==> config.mk <==
export PLATFORM = sky130hd
export DESIGN_NAME = perf_report_tx
export DESIGN_NICKNAME = d
export VERILOG_FILES = /design/src/rtl/perf_report_tx.sv
export SDC_FILE = /design/constraint.sdc
export NUM_CORES = 1
export LEC_CHECK = 0
export ABC_AREA = 1
export CAP_MARGIN = 40
export CORE_MARGIN = 5
export CORE_UTILIZATION = 55
export DETAILED_ROUTE_END_ITERATION = 16
export PLACE_DENSITY = 0.86
export SLEW_MARGIN = 20
export SYNTH_ARGS = -nofsm -noshare
export SYNTH_HDL_FRONTEND = slang
export SYNTH_SLANG_ARGS = --single-unit
==> constraint.sdc <==
create_clock -name cpu_clk -period 2.32 [get_ports cpu_clk]
set_input_delay 0.348 -clock cpu_clk [delete_from_list [all_inputs] [get_ports cpu_clk]]
set_output_delay 0.348 -clock cpu_clk [all_outputs]
set_load 0.005 [all_outputs]
==> src/rtl/perf_report_tx.sv <==
// Performance report transmitter: snapshots cycle_count at the final PC (or on send_req)
// and sends "C=<hex>\r\n" over a UART line. Define PERF_TX_PARITY_EN for an even-parity bit.
module perf_report_tx #(
    parameter logic [15:0] FINAL_PC       = 16'hFFFF,
    parameter int          CLKS_PER_BIT   = 434,
    parameter int          NUM_HEX_DIGITS = 8
) (
    input  logic        cpu_clk,
    input  logic        resetN,
    input  logic [15:0] pc,
    input  logic [31:0] cycle_count,
    input  logic        send_req,
    output logic        tx,
    output logic        busy,
    output logic        done
);

`ifdef PERF_TX_PARITY_EN
    localparam bit PARITY_EN = 1'b1;
`else
    localparam bit PARITY_EN = 1'b0;
`endif

    localparam int          MSG_LEN  = NUM_HEX_DIGITS + 4;
    localparam logic [15:0] BIT_LAST = 16'(CLKS_PER_BIT - 1);
    localparam logic [3:0]  CHR_LAST = 4'(MSG_LEN - 1);

    typedef enum logic [2:0] {
        S_IDLE, S_START, S_DATA, S_PARITY, S_STOP, S_DONE
    } state_t;

    state_t      state_q, state_d;
    logic [15:0] cnt_q, cnt_d;
    logic [2:0]  bit_q, bit_d;
    logic [3:0]  chr_q, chr_d;
    logic [31:0] snap_q, snap_d;
    logic        fired_q, fired_d;
    logic        tx_q, tx_d;
    logic        busy_q, busy_d;
    logic        done_q, done_d;

    logic        pc_hit;
    logic        trig;
    logic        bit_end;
    logic [7:0]  cur_byte;
    logic [3:0]  nib;
    int          sh;

    assign pc_hit  = (pc == FINAL_PC);
    assign bit_end = (cnt_q == BIT_LAST);
    // The pc match only fires once per reset; send_req re-arms from IDLE or DONE.
    assign trig    = ((state_q == S_IDLE) && ((pc_hit && !fired_q) || send_req)) ||
                     ((state_q == S_DONE) && send_req);

    // Character currently being shifted out, from the frozen snapshot.
    always_comb begin
        cur_byte = 8'h0A;
        nib      = 4'h0;
        sh       = 0;
        if (chr_q == 4'd0) begin
            cur_byte = 8'h43;
        end else if (chr_q == 4'd1) begin
            cur_byte = 8'h3D;
        end else if (int'(chr_q) < NUM_HEX_DIGITS + 2) begin
            sh       = (NUM_HEX_DIGITS + 1 - int'(chr_q)) * 4;
            nib      = 4'(snap_q >> sh);
            cur_byte = (nib < 4'd10) ? (8'h30 + {4'h0, nib}) : (8'h37 + {4'h0, nib});
        end else if (int'(chr_q) == NUM_HEX_DIGITS + 2) begin
            cur_byte = 8'h0D;
        end
    end

    always_comb begin
        state_d = state_q;
        cnt_d   = cnt_q;
        bit_d   = bit_q;
        chr_d   = chr_q;
        snap_d  = snap_q;
        fired_d = fired_q | pc_hit;
        case (state_q)
            S_IDLE, S_DONE: begin
                if (trig) begin
                    state_d = S_START;
                    cnt_d   = 16'd0;
                    bit_d   = 3'd0;
                    chr_d   = 4'd0;
                    snap_d  = cycle_count;
                end
            end
            default: begin
                cnt_d = bit_end ? 16'd0 : cnt_q + 16'd1;
                if (bit_end) begin
                    case (state_q)
                        S_START: begin
                            state_d = S_DATA;
                            bit_d   = 3'd0;
                        end
                        S_DATA: begin
                            if (bit_q == 3'd7)
                                state_d = PARITY_EN ? S_PARITY : S_STOP;
                            else
                                bit_d = bit_q + 3'd1;
                        end
                        S_PARITY: state_d = S_STOP;
                        S_STOP: begin
                            if (chr_q < CHR_LAST) begin
                                state_d = S_START;
                                chr_d   = chr_q + 4'd1;
                            end else begin
                                state_d = S_DONE;
                            end
                        end
                        default: state_d = S_IDLE;
                    endcase
                end
            end
        endcase
    end

    // Outputs are registered from the next state so they change on the same edge as the FSM.
    always_comb begin
        tx_d   = 1'b1;
        busy_d = 1'b0;
        done_d = 1'b0;
        case (state_d)
            S_START:  begin tx_d = 1'b0;            busy_d = 1'b1; end
            S_DATA:   begin tx_d = cur_byte[bit_d]; busy_d = 1'b1; end
            S_PARITY: begin tx_d = ^cur_byte;       busy_d = 1'b1; end
            S_STOP:   begin tx_d = 1'b1;            busy_d = 1'b1; end
            S_DONE:   done_d = 1'b1;
            default:  ;
        endcase
    end

    always_ff @(posedge cpu_clk or negedge resetN) begin
        if (!resetN) begin
            state_q <= S_IDLE;
            cnt_q   <= 16'd0;
            bit_q   <= 3'd0;
            chr_q   <= 4'd0;
            snap_q  <= 32'd0;
            fired_q <= 1'b0;
            tx_q    <= 1'b1;
            busy_q  <= 1'b0;
            done_q  <= 1'b0;
        end else begin
            state_q <= state_d;
            cnt_q   <= cnt_d;
            bit_q   <= bit_d;
            chr_q   <= chr_d;
            snap_q  <= snap_d;
            fired_q <= fired_d;
            tx_q    <= tx_d;
            busy_q  <= busy_d;
            done_q  <= done_d;
        end
    end

    assign tx   = tx_q;
    assign busy = busy_q;
    assign done = done_q;

endmodule

Yosys cells after proc, flatten, opt, wreduce, memory -nomap -nowiden:

Cells that the tools add are included.

* register bits: 62
* input port bits: 51
* output and inout bits: 3
* word-level logic and storage cells: 82

* add/sub/neg operators: 6
* $lt $le $gt $ge: 4
* equal/unequal tests: 16
* shift-type cells: 1
* multiplexer cells: 29
* bitwise logic cells: 1
* reductions and logical operators: 16

Operators with widths (count)
* 16-bit two-way mux: 3
* 32-bit by 32-bit right shift with 4-bit output: 1
* 3-bit two-way mux: 10
* 7-bit two-way mux: 4
* 4-bit two-way mux: 5
* 16-bit by 1-bit adder with 16-bit output, second input constant: 1
* 16-bit equality test, second input constant: 1
* 16-bit by 9-bit equality test with 1-bit output, second input constant: 1
* 3-bit equality test, second input constant: 5
* 6-bit by 4-bit adder with 7-bit output, first input constant: 2
* 3-bit by 2-bit equality test with 1-bit output, second input constant: 4
* 4-bit less-than comparator, second input constant: 3
* 3-bit case mux with 4 select lines: 1
* 8-bit XOR reduction: 1
* 3-bit by 1-bit equality test with 1-bit output, second input constant: 2
* 3-bit case mux with 2 select lines: 1
* 2-bit nonzero test: 3
* 4-bit by 4-bit subtractor with 5-bit output, first input constant: 1
* 4-bit by 1-bit adder with 4-bit output, second input constant: 1
* 4-bit by 1-bit equality test with 1-bit output, second input constant: 1
* 4-bit equality test, second input constant: 1
* 4-bit zero test: 1
* 3-bit by 4-bit less-than comparator with 1-bit output, second input constant: 1
* 4-bit AND reduction: 1
* other kinds (13): 18

Longest topological paths before layout:

* word-level depth: 10
* mapped depth: 19
* depth with buffers taken out: 17

Least setup slack after synthesis:

Ideal clock, no wire load.

* kind: register to register
* start: register chr_q[1]
* end: register tx_q (netlist: tx)
* library setup time: 0.081 ns
* arrival: 2.052 ns
* required time: 2.239 ns
* path slack: 0.187 ns
* cell stages (with the launch flop): 20
* buffers on the path: 2
* clock period less this slack: 2.133 ns
* cell sequence: dfrtp_1 buf_6 inv_2 buf_6 ha_1 nand4_1 o21ai_4 nand2_1 nor2_4 nand3_2 nand2_2 nand2_2 nand2_2 nand2_1 nand3_1 nand2_1 nand2_1 nand2_1 nand2_1 nand3_2

* cells in the longest elaborated chain, start to end: 10
* elaborated cells between the ends (all ways): 26
* classes of those cells: 3 x add/sub; 3 x order compare; 5 x eq/ne; 1 x shift; 12 x mux; 2 x reduce/logical

Ends and longest elaborated chain
* start, declared: line 35 `logic [3:0] chr_q, chr_d;`
* start signal, assigned: line 150 `chr_q <= chr_d;`
* 4-bit by 4-bit subtractor with 5-bit output: line 65 `sh = (NUM_HEX_DIGITS + 1 - int'(chr_q)) * 4;`
* 32-bit by 32-bit right shift with 4-bit output: line 66 `nib = 4'(snap_q >> sh);`
* 6-bit by 4-bit adder with 7-bit output / 4-bit less-than comparator (equally long branches): line 67 `cur_byte = (nib < 4'd10) ? (8'h30 + {4'h0, nib}) : (8'h37 + {4'h0, nib});`
* 7-bit two-way mux: line 67
* 7-bit two-way mux: line 64 `end else if (int'(chr_q) < NUM_HEX_DIGITS + 2) begin`
* 7-bit two-way mux: line 62 `end else if (chr_q == 4'd1) begin`
* 7-bit two-way mux: line 60 `if (chr_q == 4'd0) begin`
* 1-bit binary-select mux with 3-bit select: line 127 `S_DATA: begin tx_d = cur_byte[bit_d]; busy_d = 1'b1; end`
* 1-bit two-way mux (not written as such): line 127
* 1-bit case mux with 3 select lines (*): line 125 `case (state_d)`
* via tx_d: line 38 `logic tx_q, tx_d;`
* end signal, assigned: line 153 `tx_q <= tx_d;`
* end, declared: line 38

The timed path passes the listed nets; every way through them passes the cells marked *. The select of a mux whose other input is x is not followed.
A chain may end at the register's enable or synchronous reset.

Worst setup path in the final report:

Same ends and word-level chain as after synthesis.

==> out/results.txt <==
Outcome - complete, no violations
CP Cell Sequence - inv_2, buf_6, nand4_1, o21ai_4, nand3_1, nor2_1, nand3_1, nand3_1, nand2_1, nand2_1, nand2_1, nand2_1, nand2_1, nand2_1, nand2_1, nand3_2
R2R Path Start - chr_q[1]
Die W - 92.81 um
Post-synth cell types - 39
Fmax - 471.9 MHz
Classification of the worst setup path - reg2reg
Hold_ws - 40.05 ps
Fin Clk Skew - 7.927 ps
Count leader, synth - nand2_1
Die H - 92.81 um
Post-route total power - 2436 uW
Netlist Area Pre-Place - 3771 um2
Data arrival, critical path - 2410 ps
Max VDD drop - 0.4089 mV
Period minus WS final - 2119 ps
DRT iter0 DRCs - 145
Relative slew margins - 0.5299
CP Launch Type - flip-flop
Largest net degree at the start of global routing - 45
CP dominant cell by count - nand2_1
Crit-path max cell delay - 410 ps
Worst-case reg-to-reg path depth - 16
Synth area leader - dfrtp_1
Initial Util - 0.5613
DIE AREA - 8613 um2
Final setup fails - 0
Synth Instances - 510
Synth Warn # - 0
Skew-Pair Late Insertion Delay - 350 ps
Max-cap violations - 0
EDFF count, synth - 0
IO buf count - 53
TritonCTS clock tree - yes
Asr flop ratio synth - 1.000
CP Capture Type - flip-flop
Top cells by area, synth - dfrtp_1 40%, nand2_1 14%, nand3_1 7.4%, inv_1 6.2%, o21ai_0 5.7%
WL/cell - 13.77 um
Ys flop type - dfrtp_1
CP Max Fanout - 13
Initial antenna violation count - 0
Vias - 3626
HPWL after DPL - 6.500 mm
Htree depth - 3
Flop-to-flop setup slack - 200 ps
Layout cells sized above 1 - 0.1317
CTS sink count - 62
Total Routing Usage GR - 0.2227
Nets - 632
Clock root cell - clkbuf_8
Area Overhead vs Synth - 23.56%
Seq/Total Area, Yosys - 0.4117
R2R Path End - tx
Hold Vio Cnt, Final - 0
Post-Syn Nets - 570
Row count - 30
Vias in the first global route - 3580
Setup_tns - 0 ps
Crit-path leading delay family - simple AND/OR/NAND/NOR gates
DRC violations left - 0
#FFs+latches synth - 62
Crit-path slowest cell - dfrtp_1
RePlAce Congestion - 0.8670
CTS Hold Bufs - 0
Pwr/cell area - 522.8 nW/um2
Core area - 6719 um2
Clock transition at the registers of the reported paths - 70 ps
Max-slew violations - 0
Tightest Pin Transition - 705.1 ps
Drt pass-1 iters - 7
Vias per cell - 5.519
CTS Buf Count - 9
GR Overflow Total - 0
Synth top area share - 0.4048
Critical path buffer and inverter count - 2
First-pass GRT wire length - 15.37 mm
Post-DRT Antenna Nets - 0
Critical path data required time - 2610 ps
Cell count along the critical path - 16
Synthesized area per cell - 7.394 um2
Top cells by count, synth - 142 x nand2_1, 62 x inv_1, 61 x dfrtp_1
Fin crit share - 0.9134
Min-delay worst type - in2async
Wirelength, routed - 9.050 mm
Antenna Cells - 0
Clock Path Buffers - 2
Io pins - 54
Leakage - 0.002209 uW
final cells by class:
| cell class | instances | area, um2 |
|---|---|---|
| fill | 537 | 2059 |
| multi-input combinational | 362 | 1876 |
| timing repair buffer | 67 | 646.9 |
| tap | 80 | 100.1 |
| clock buffer | 13 | 148.9 |
| clock inverter | 3 | 67.56 |
| sequential | 62 | 1555 |
| inverter | 70 | 265.3 |
cell usage in the layout (no fill, tap or decap), drive strengths merged:
cell / n
dfrtp: 61
a211o: 1
xor2: 1
nor2: 29
clkbuf: 13
nor3b: 1
dfstp: 1
o32ai: 2
a21oi: 9
inv: 70
o22ai: 7
nor3: 9
bufinv: 2
o21ai: 50
ha: 9
a31oi: 2
buf: 15
nand4: 21
or2: 2
o211ai: 1
nand2: 152
xnor2: 2
a31o: 1
nand3: 61
a21boi: 1
clkdlybuf4s50: 52
a21o: 1
clkinvlp: 1
flip-flops by register name, summed over array words and instances (netlist names):
signal   count
busy         1
bit_q        3
chr_q        4
state_q      3
cnt_q       16
done         1
snap_q      32
fired_q      1
tx           1
stage by stage:
| stage | worst slack, ps | std cells | utilization | area [um2] |
|---|---|---|---|---|
| floorplan | 187.1 | 510 | - | 3771 |
| global placement | 177.2 | 640 | 0.6546 | 4398 |
| detailed placement | 117.8 | 640 | 0.6546 | 4398 |
| CTS | 82.54 | 656 | 0.6868 | 4614 |
| global route | -1.579 | 657 | 0.6935 | 4659 |
| finish | 200.9 | 657 | 0.6935 | 4659 |
layer usage:
metal  up-vias  GRT usage  wire [um]
met5         -          0          0
met4         0     0.1136        279
met3        31    0.05524        528
met2       122     0.3857       4483
met1      1674     0.2534       3759
li1       1799          -          -
cell families after synthesis:
kind of cell | count (synthesis) | synth area share
AO/OA/AOI/OAI | 75 | 0.1145
XOR/XNOR | 3 | 0.006969
buffers and inverters | 86 | 0.1012
AND/OR/NAND/NOR | 275 | 0.3358
adder cells (fa/ha/maj) | 9 | 0.02986
flip-flops | 62 | 0.4117
where the power goes:
group	switching [uW]	internal (uW)
Combinational	115	125
Sequential	14.7	1120
Clock	429	636
Total	559	1880
worst max path at each step:
stage | start | end | slack, ps
6_report | chr_q[1] | tx | 200
5_1_grt | cnt_q[1] | cnt_q[14] | -2
4_1_cts | chr_q[2] | tx | 80
3_5_place_dp | chr_q[2] | tx | 120
3_3_place_gp | chr_q[2] | tx | 180
2_1_floorplan | chr_q[1] | tx | 190
repair_timing:
item                       CTS  global route
setup endpoints to repair    0             2
buffers inserted             0             1
resized for setup            0            13
Note: power is estimated with default switching activity, not from simulation.
